===== config.mk =====
export PLATFORM = sky130hd
export DESIGN_NAME = fork_join_ctrl_flat
export DESIGN_NICKNAME = d
export VERILOG_FILES = /design/src/rtl/fork_join_ctrl_if.sv /design/src/rtl/fork_join_ctrl.sv /design/src/flat_wrapper.sv
export SDC_FILE = /design/constraint.sdc
export NUM_CORES = 1
export LEC_CHECK = 0
export ABC_CLOCK_PERIOD_IN_PS = 2960
export CAP_MARGIN = 20
export CORE_MARGIN = 4
export CORE_UTILIZATION = 50
export CTS_BUF_LIST = sky130_fd_sc_hd__clkbuf_4 sky130_fd_sc_hd__clkbuf_8
export CTS_CLUSTER_DIAMETER = 40
export DETAILED_ROUTE_END_ITERATION = 8
export PLACE_DENSITY = 0.85
export SETUP_SLACK_MARGIN = 0.4
export SLEW_MARGIN = 20
export SYNTH_ARGS = -nofsm -noshare
export SYNTH_HDL_FRONTEND = slang
export SYNTH_SLANG_ARGS = --single-unit

===== constraint.sdc =====
create_clock -name clk -period 2.96 [get_ports clk]
set_input_delay 0.296 -clock clk [delete_from_list [all_inputs] [get_ports clk]]
set_output_delay 0.296 -clock clk [all_outputs]
set_load 0.02 [all_outputs]

===== src/rtl/fork_join_ctrl_if.sv =====
`default_nettype none
// ============================================================================
//  Module      : fork_join_ctrl_if
//  Description : Control/status bundle between a sequencing master and the
//                fork/join controller. The master drives the fork request and
//                worker completions; the controller returns fork/join status.
//  Revision    : 1.0  initial release
// ============================================================================
interface fork_join_ctrl_if #(
  parameter int N_CHAN = 4,
  parameter int TMO_W  = 8
);
  localparam int IDX_W = $clog2(N_CHAN);

  logic              start;
  logic [1:0]        mode;
  logic [N_CHAN-1:0] chan_mask;
  logic [TMO_W-1:0]  tmo_limit;
  logic [N_CHAN-1:0] done_i;
  logic [N_CHAN-1:0] fork_o;
  logic              join_o;
  logic [IDX_W-1:0]  winner_o;
  logic [N_CHAN-1:0] pending_o;
  logic              all_done_o;
  logic              timeout_o;
  logic              busy;

  modport master (
    output start, mode, chan_mask, tmo_limit, done_i,
    input  fork_o, join_o, winner_o, pending_o, all_done_o, timeout_o, busy
  );

  modport slave (
    input  start, mode, chan_mask, tmo_limit, done_i,
    output fork_o, join_o, winner_o, pending_o, all_done_o, timeout_o, busy
  );
endinterface
`default_nettype wire


===== src/rtl/fork_join_ctrl.sv =====
`default_nettype none
// ============================================================================
//  Module      : fork_join_ctrl
//  Description : Fork/join controller. One accepted start forks the masked
//                worker channels, tracks their completions and signals the
//                join in JOIN_ALL / JOIN_ANY / JOIN_NONE mode, with an
//                optional cycle timeout that aborts the transaction.
//                N_CHAN/TMO_W must match the connected interface instance.
//  Revision    : 1.0  initial release
// ============================================================================
module fork_join_ctrl #(
  parameter int N_CHAN = 4,
  parameter int TMO_W  = 8
) (
  input  wire             clk,
  input  wire             rst_n,
  fork_join_ctrl_if.slave bus
);

  localparam int IDX_W = $clog2(N_CHAN);

  localparam logic [1:0] c_MODE_ANY  = 2'b01;
  localparam logic [1:0] c_MODE_NONE = 2'b10;

  typedef enum logic [1:0] {
    ST_IDLE  = 2'd0,
    ST_WAIT  = 2'd1,
    ST_DRAIN = 2'd2
  } state_t;

  state_t            r_state,   w_state_nxt;
  logic [1:0]        r_mode,    w_mode_nxt;
  logic [TMO_W-1:0]  r_limit,   w_limit_nxt;
  logic [TMO_W-1:0]  r_cnt,     w_cnt_nxt;
  logic [N_CHAN-1:0] r_pending, w_pending_nxt;
  logic [N_CHAN-1:0] r_fork,    w_fork_nxt;
  logic              r_join,    w_join_nxt;
  logic              r_all,     w_all_nxt;
  logic              r_tmo,     w_tmo_nxt;
  logic [IDX_W-1:0]  r_winner,  w_winner_nxt;

  logic [N_CHAN-1:0] w_hit;
  logic [IDX_W-1:0]  w_win;
  logic              w_tmo_hit;

  // Completions that actually retire a pending channel this cycle.
  assign w_hit = bus.done_i & r_pending;

  // Abort when the counter reaches limit-1 with work still outstanding.
  assign w_tmo_hit = (r_limit != '0) && (r_cnt == r_limit - 1'b1) && (r_pending != '0);

  // Lowest set index of the retiring vector; scanning downward lets the lowest win ties.
  always_comb begin
    w_win = '0;
    for (int i = N_CHAN - 1; i >= 0; i--) begin
      if (w_hit[i]) w_win = IDX_W'(i);
    end
  end

  // Next-state and next-output logic; all pulses default low every cycle.
  always_comb begin
    w_state_nxt   = r_state;
    w_mode_nxt    = r_mode;
    w_limit_nxt   = r_limit;
    w_cnt_nxt     = r_cnt;
    w_pending_nxt = r_pending;
    w_fork_nxt    = '0;
    w_join_nxt    = 1'b0;
    w_all_nxt     = 1'b0;
    w_tmo_nxt     = 1'b0;
    w_winner_nxt  = r_winner;

    case (r_state)
      ST_IDLE: begin
        if (bus.start) begin
          w_mode_nxt    = bus.mode;
          w_limit_nxt   = bus.tmo_limit;
          w_cnt_nxt     = '0;
          w_pending_nxt = bus.chan_mask;
          w_fork_nxt    = bus.chan_mask;
          if (bus.chan_mask == '0) begin
            // Nothing to fork: join and finish immediately, stay idle.
            w_join_nxt   = 1'b1;
            w_all_nxt    = 1'b1;
            w_winner_nxt = '0;
          end else if (bus.mode == c_MODE_NONE) begin
            w_join_nxt   = 1'b1;
            w_winner_nxt = '0;
            w_state_nxt  = ST_DRAIN;
          end else begin
            w_state_nxt  = ST_WAIT;
          end
        end
      end

      ST_WAIT, ST_DRAIN: begin
        w_pending_nxt = r_pending & ~bus.done_i;
        w_cnt_nxt     = (r_cnt == {TMO_W{1'b1}}) ? r_cnt : r_cnt + 1'b1;
        if (w_pending_nxt == '0) begin
          // Final completion beats a coincident timeout.
          w_all_nxt   = 1'b1;
          w_state_nxt = ST_IDLE;
          if (r_state == ST_WAIT) begin
            w_join_nxt   = 1'b1;
            w_winner_nxt = (r_mode == c_MODE_ANY) ? w_win : '0;
          end
        end else if (w_tmo_hit) begin
          w_tmo_nxt     = 1'b1;
          w_pending_nxt = '0;
          w_state_nxt   = ST_IDLE;
        end else if ((r_state == ST_WAIT) && (r_mode == c_MODE_ANY) && (w_hit != '0)) begin
          w_join_nxt   = 1'b1;
          w_winner_nxt = w_win;
          w_state_nxt  = ST_DRAIN;
        end
      end

      default: begin
        w_state_nxt = ST_IDLE;
      end
    endcase
  end

  // State and datapath registers; reset silently drops any transaction.
  always_ff @(posedge clk or negedge rst_n) begin
    if (!rst_n) begin
      r_state   <= ST_IDLE;
      r_mode    <= '0;
      r_limit   <= '0;
      r_cnt     <= '0;
      r_pending <= '0;
      r_fork    <= '0;
      r_join    <= 1'b0;
      r_all     <= 1'b0;
      r_tmo     <= 1'b0;
      r_winner  <= '0;
    end else begin
      r_state   <= w_state_nxt;
      r_mode    <= w_mode_nxt;
      r_limit   <= w_limit_nxt;
      r_cnt     <= w_cnt_nxt;
      r_pending <= w_pending_nxt;
      r_fork    <= w_fork_nxt;
      r_join    <= w_join_nxt;
      r_all     <= w_all_nxt;
      r_tmo     <= w_tmo_nxt;
      r_winner  <= w_winner_nxt;
    end
  end

  assign bus.fork_o     = r_fork;
  assign bus.join_o     = r_join;
  assign bus.winner_o   = r_winner;
  assign bus.pending_o  = r_pending;
  assign bus.all_done_o = r_all;
  assign bus.timeout_o  = r_tmo;
  assign bus.busy       = (r_state != ST_IDLE);

endmodule
`default_nettype wire


===== src/flat_wrapper.sv =====
// flat-port wrapper written by rule: the top's interface ports become plain ports
module fork_join_ctrl_flat 
#(
  parameter int N_CHAN = 4,
  parameter int TMO_W  = 8
)
  (clk, rst_n, bus_start, bus_mode, bus_chan_mask, bus_tmo_limit, bus_done_i, bus_fork_o, bus_join_o, bus_winner_o, bus_pending_o, bus_all_done_o, bus_timeout_o, bus_busy);
  fork_join_ctrl_if #(.N_CHAN(N_CHAN), .TMO_W(TMO_W)) bus_i ();
  input  wire clk;
  input  wire rst_n;
  input wire logic [$bits(bus_i.start)-1:0] bus_start;
  input wire logic [$bits(bus_i.mode)-1:0] bus_mode;
  input wire logic [$bits(bus_i.chan_mask)-1:0] bus_chan_mask;
  input wire logic [$bits(bus_i.tmo_limit)-1:0] bus_tmo_limit;
  input wire logic [$bits(bus_i.done_i)-1:0] bus_done_i;
  output wire logic [$bits(bus_i.fork_o)-1:0] bus_fork_o;
  output wire logic [$bits(bus_i.join_o)-1:0] bus_join_o;
  output wire logic [$bits(bus_i.winner_o)-1:0] bus_winner_o;
  output wire logic [$bits(bus_i.pending_o)-1:0] bus_pending_o;
  output wire logic [$bits(bus_i.all_done_o)-1:0] bus_all_done_o;
  output wire logic [$bits(bus_i.timeout_o)-1:0] bus_timeout_o;
  output wire logic [$bits(bus_i.busy)-1:0] bus_busy;
  assign bus_i.start = bus_start;
  assign bus_i.mode = bus_mode;
  assign bus_i.chan_mask = bus_chan_mask;
  assign bus_i.tmo_limit = bus_tmo_limit;
  assign bus_i.done_i = bus_done_i;
  assign bus_fork_o = bus_i.fork_o;
  assign bus_join_o = bus_i.join_o;
  assign bus_winner_o = bus_i.winner_o;
  assign bus_pending_o = bus_i.pending_o;
  assign bus_all_done_o = bus_i.all_done_o;
  assign bus_timeout_o = bus_i.timeout_o;
  assign bus_busy = bus_i.busy;
  fork_join_ctrl #(.N_CHAN(N_CHAN), .TMO_W(TMO_W)) u_core (.clk(clk), .rst_n(rst_n), .bus(bus_i));
endmodule

==> results.toml, run 1 <==
[critical_path]
worst-path-buf-inv = 1
cpPeakStageDelay_ns = 0.45
arrival_ns = 2.56
path_cells = "inv_1 > ha_1 > o21ba_1 > a221o_1 > a2111oi_4 > o21ai_2 > nor2_4 > o211ai_1"
crit_path_end_kind = "flip-flop"
crit_required_ns = 3.11
start_kind = "flip-flop"
crit_type = "reg -> reg"
path_delay_family = "compound AO/OA/AOI/OAI gates"
cp_max_fo = 8
critPathSlowestCell = "dfrtp_1"

[die]
core_um2 = 4060
die-height_um = 73.3
initial_utilization_pct = 52.6
num_io_pins = 35
dieArea_um2 = 5380
die_w_um = 73.3
rows = 23

[synth]
synth_most_common_cell = "dfrtp_1"
syn_area_um2 = 2130
synth_top_cell_area_share_pct = 38.7
synth_adder_area_share_pct = 4.10
async_flop_share_pct = 100
synth_cell_type_count = 57
ys_ff_latch = 33
synth_seq_area_share_pct = 38.7
synth_top_family_by_area = "simple AND/OR/NAND/NOR gates"
synth.area.mux_share_pct = 5.80
synth_edf_count = 0
ys_top_cells_by_count = "33 x dfrtp_1, 21 x nand2_1, 16 x nor2_1"
synth_top_area_cell = "dfrtp_1"
syn_avg_cell_area_um2 = 9.70
synthSimpleGateAreaFrac_pct = 24.3
synth_ff_type = "dfrtp_1"
synthXorXnorAreaFrac_pct = 3.28
ys_warn_count = 0
synth_compound_area_share_pct = 19.6
ys_top_cells_by_area = "dfrtp_1 39%, mux2_2 5.8%, ha_1 4.1%"
syn_inst = 220
syn_nets = 248

[clock_tree]
clock_path_buffers = 2
cts_resized = 0
h-tree-depth = 2
clockRootBuffer = "clkbuf_8"
cts_setup_buffers = 0
cts_tree = "yes"
cts-hold-fix-buffers = 0
clock-sinks = 33
clk_pin_slew_ns = 0.07
cts_buffers = 5
clock_latency_ns = 0.29

[timing]
skew_ns = 0.00267
final-hold-violation-count = 0
setup_ws_ns = 0.548
period_minus_slack_ns = 2.41
fin_crit_sh_pct = 81.5
tns_ns = 0
finalMaxSlewViolations = 0
slew_headroom_pct = 46.1
fmax_mhz = 415
tightest_slew_ns = 0.801
rsz0062_at_grt = "false"
setup_violations = 0

[power]
power_per_cell_area_nw_per_um2 = 967
power_leakage_nw = 1.08
peakVddDrop_uv = 563

[run_status]
status = "finished clean"

[global_routing]
grtUsageTotal_pct = 20.5
antenna_found_initial = 0
grt_pass1_vias = 1793
grt_pass1_wl_mm = 8.55
grt_max_degree = 34
grt.overflow.total = 0

[detailed_routing]
drtPass1Iterations = 5
avgRoutedWirePerCell_um = 16.9
drc_errors = 0
vias = 1903
ant_nets = 0
wl_mm = 5.16
via_per_inst = 6.22
drt_iter0_markers = 193

[final_layout]
n_antenna_cell = 0
area_growth_pct = 21.5
finish.instance_area_um2 = 2590
final_layout_size_suffix_gt1_share_pct = 12.9
nNetsFinal = 284

[placement]
dp_slack_ns = 0.453
gp_congestion = 0.934
dp_hpwl_mm = 3.79
port_buffers = 34
place_area_um2 = 2500

[hold_path]
hold_class = "in -> async"

[run]
maxCapViolations = 0
-- placed cells by master, fill, tap and decap left out, types with 2 or more instances in the layout --
cell type	netlist	routed
clkbuf_8	0	6
xor2_1	5	5
buf_4	0	2
o21ai_0	8	8
nand3_1	8	8
a211oi_1	2	2
nand4_1	2	2
ha_1	7	7
nor2_1	16	16
dfrtp_1	33	33
and2b_2	2	2
xnor2_1	3	3
a22oi_1	5	5
nor3_1	6	6
a311oi_1	2	2
clkdlybuf4s50_1	0	34
and3_1	6	6
o21ai_2	2	2
a32oi_1	3	3
nand2b_1	5	5
inv_1	11	11
mux2_2	11	11
nor2b_1	5	5
o31ai_1	7	7
nand4b_1	2	2
nor4_1	5	5
a221o_1	2	2
a21oi_1	5	5
nand2_1	21	21
nand3b_1	2	2
-- worst reg2reg max path: cells and delay by family, from the launching register on --
kind                       cells  cell delay [ns]
AOI/OAI and AO/OA              5             1.24
adders and majority gates      1             0.26
buffers and inverters          1             0.10
DFF                            1             0.45
and+or+nand+nor                1             0.23
-- area by class of cell --
class / instances / area [um2]
repair buffers: 36 / 355
flip-flops and latches: 33 / 826
well taps: 50 / 62.6
inverters: 11 / 41.3
fillers: 331 / 1460
multi-input cells: 169 / 1220
clock buffers: 7 / 90.1
-- state kept, by name, indices dropped and copies added (netlist names), 2 cells and up --
name and cells:
u_core.r_cnt 8, u_core.r_state 2, u_core.r_limit 8, u_core.r_mode 2
u_core.bus.pending_o 4, u_core.bus.winner_o 2, u_core.bus.fork_o 4
-- final timing paths --
check	startpoint	to	slack, ns	cells after the start
worst min-delay path	rst_n	u_core.bus.pending_o[1]	0.40	2
worst max register to register	u_core.r_limit[0]	u_core.bus.winner_o[0]	0.55	8
max in group asynchronous	rst_n	u_core.bus.join_o	2.25	2
min in group clk	u_core.r_mode[1]	u_core.r_mode[1]	0.50	1
worst max-delay path	u_core.r_limit[0]	u_core.bus.winner_o[0]	0.55	8
worst min register to register	u_core.r_mode[1]	u_core.r_mode[1]	0.50	1
-- stage by stage --
| stage | std cells | hold slack, ns | power [mW] | util (%) |
|---|---|---|---|---|
| global route | 306 | 0.466 | 2.69 | 63.9 |
| finish | 306 | 0.405 | 2.51 | 63.9 |
| floorplan | 220 | 0.000409 | 1.74 | - |
| global placement | 299 | 0.482 | 2.09 | 61.7 |
| detailed placement | 299 | 0.490 | 2.14 | 61.7 |
| CTS | 306 | 0.431 | 2.50 | 63.9 |
-- where the power goes --
group | switching, mW | internal (mW) | leakage (nW)
clock | 0.163 | 0.194 | 0.0477
combinational | 0.757 | 0.588 | 0.604
sequential | 0.207 | 0.602 | 0.425
total | 1.13 | 1.38 | 1.08
-- per-layer routing --
layer / GRT usage, % / part of all wire, %
met5: 0 / 0
met4: 9.26 / 2.8
met3: 5.75 / 7.3
met2: 31.4 / 47
met1: 26.9 / 42
-- kinds of logic after synthesis --
group | count (synthesis)
AOI/OAI and AO/OA | 51
xor gates and xnor gates | 8
adders and majority gates | 7
buffers and inverters | 18
DFF | 33
muxes | 11
and+or+nand+nor | 92
Note: power is estimated with default switching activity, not from simulation.
==> run 2, diff against run 1 <==
- ABC_CLOCK_PERIOD_IN_PS: 2960 -> 2350
- clock period: 2.96 -> 2.35 ns (I/O delays scaled with it)
==> run 2 against run 1 <==
  * Routed wire length down 4.1%
  * Design area up 6.4%
  * Die area unchanged
  * Combinational power up 45%
  * Fmax up 12%
  * Global-route usage down 0.51 points
  * Cell count up 3.9%
  * Via count down 0.89%
  * Non-clock buffer count up 12
  * Largest power group unchanged
==> results.toml, run 2 (same netlist as run 1, synthesis figures left out) <==
[global_routing]
antenna_found_initial = 0
grt_max_degree = 34
grt_pass1_wl_mm = 8.34
grt_pass1_vias = 1772
grtUsageTotal_pct = 20.0
grt.overflow.total = 0

[power]
power_per_cell_area_nw_per_um2 = 1220
swShare_pct = 43.3
pwr-share-comb_pct = 57.5
p_sw_mw = 1.46
power_leakage_nw = 1.15
peakVddDrop_uv = 743
clockPowerShare_pct = 13.2
intPower_mw = 1.92
seq_power_share_pct = 29.3

[timing]
finalMaxSlewViolations = 0
skew_ns = 0.00859
tns_ns = 0
period_minus_slack_ns = 2.15
setup_ws_ns = 0.198
slew_headroom_pct = 63.7
tightest_slew_ns = 0.543
rsz0062_at_grt = "true"
fin_crit_sh_pct = 91.6
final-hold-violation-count = 0
fmax_mhz = 465
setup_violations = 0

[placement]
dp_hpwl_mm = 3.67
port_buffers = 34
gp_congestion = 0.837
dp_slack_ns = 0.0880

[detailed_routing]
vias = 1886
drtPass1Iterations = 4
via_per_inst = 5.93
wl_mm = 4.95
ant_nets = 0
drt_iter0_markers = 117
drc_errors = 0
avgRoutedWirePerCell_um = 15.6

[die]
core_um2 = 4060
num_io_pins = 35
dieArea_um2 = 5380
initial_utilization_pct = 52.6
rows = 23
die-height_um = 73.3
die_w_um = 73.3

[critical_path]
crit_path_end_kind = "flip-flop"
crit_required_ns = 2.52
reg2reg_to = "u_core.bus.winner_o[0]"
critPathSlowestCell = "a221o_1"
path_cells = "inv_2 > ha_4 > o21ba_4 > a221o_1 > a2111oi_4 > o21ai_2 > nor2_4 > o211ai_1"
cp_max_fo = 8
crit_type = "reg -> reg"
ff2ff_path_depth = 8
path_delay_family = "compound AO/OA/AOI/OAI gates"
arrival_ns = 2.32
ff2ff_setup_slack_ns = 0.20
cpPeakStageDelay_ns = 0.38
rr_startpoint = "u_core.r_limit[0]"
worst-path-buf-inv = 1
start_kind = "flip-flop"

[final_layout]
regArea_um2 = 826
nNetsFinal = 296
multiInputGateArea_um2 = 1300
n_antenna_cell = 0
fill_cells = 308
reg_top3 = "u_core.r_cnt (8), u_core.r_limit (8)"
final_cell_mix = "33 x clkdlybuf4s50_1, 33 x dfrtp_1, 21 x nand2_1, 16 x nor2_1, 14 x buf_4"
area_growth_pct = 29.3
final_layout_size_suffix_gt1_share_pct = 21.6

[clock_tree]
clockRootBuffer = "clkbuf_8"
h-tree-depth = 2
cts_tree = "yes"
cts-hold-fix-buffers = 0
clock_latency_ns = 0.29
clock_path_buffers = 2
clock-sinks = 33
cts_buffers = 5
clk_pin_slew_ns = 0.07

[hold_path]
hold_class = "in -> async"

[run_status]
status = "finished clean"

[run]
maxCapViolations = 0
-- run 2: cell types whose count changed in the layout (fill, tap and decap cells not counted), moves of 2 or more --
cell / change
ha_1: -2
buf_4: +12
inv_1: -3
inv_2: +3
ha_4: +2
-- run 2: per-layer routing --
metal	share of wire [%]	wire, um	track usage [%]
met2	46	2290	30.4
met1	46	2270	27.5
met4	2.1	104	9.46
met3	5.8	286	3.69
met5	0	0	0
-- run 2: worst max-delay path by stage --
stage / start / end / slack [ns] / cells after the start
2_1_floorplan: u_core.r_limit[0] / u_core.bus.winner_o[0] / 0.23 / 8
3_3_place_gp: bus_done_i[3] / u_core.bus.winner_o[1] / 0.14 / 7
3_5_place_dp: bus_done_i[3] / u_core.bus.winner_o[1] / 0.09 / 7
4_1_cts: u_core.r_limit[0] / u_core.bus.winner_o[0] / 0.23 / 8
5_1_grt: u_core.r_limit[0] / u_core.bus.winner_o[0] / 0.10 / 8
6_report: u_core.r_limit[0] / u_core.bus.winner_o[0] / 0.20 / 8
-- run 2: worst register-to-register path: cells and delay by family, from the launching register on --
kind	cells	cell delay (ns)
AO/OA/AOI/OAI	5	1.20
AND/OR/NAND/NOR	1	0.24
buffers and inverters	1	0.06
adder cells (fa/ha/maj)	1	0.17
flip-flops	1	0.37
-- run 2: final cells by class --
| cell class | instances | share of cell area, % |
|---|---|---|
| multi-input cells | 169 | 47.0 |
| flip-flops and latches | 33 | 29.9 |
| repair buffers | 48 | 16.1 |
| clock buffers | 7 | 3.26 |
| well taps | 50 | 2.27 |
| inverters | 11 | 1.50 |
-- run 2: power by group through the flow --
stage | Combinational (mW) | Clock, mW | Sequential, mW
final | 1.94 | 0.447 | 0.988
after floorplan | 1.16 | 0 | 1.04
after global placement | 1.74 | 0 | 0.980
after CTS | 1.88 | 0.452 | 0.980
after detailed placement | 1.77 | 0 | 0.993
after global routing | 2.14 | 0.473 | 1.02
-- run 2: metrics by stage --
step           utilization (%)  cell area [um2]  hold slack, ns  instances  total power, mW
2_1_floorplan                -             2140         -0.0606        220             2.20
3_3_place_gp              63.6             2580           0.480        309             2.72
3_5_place_dp              63.6             2580           0.485        309             2.76
4_1_cts                   67.3             2730           0.361        317             3.31
5_1_grt                   68.0             2760           0.378        318             3.63
6_report                  68.0             2760           0.343        318             3.38
-- run 2: what timing repair did --
item	in CTS	in global routing
setup buffers	1	1
endpoints found under the setup margin	12	13
pin swaps	8	3
hold endpoints to repair	0	0
resized for setup	11	5
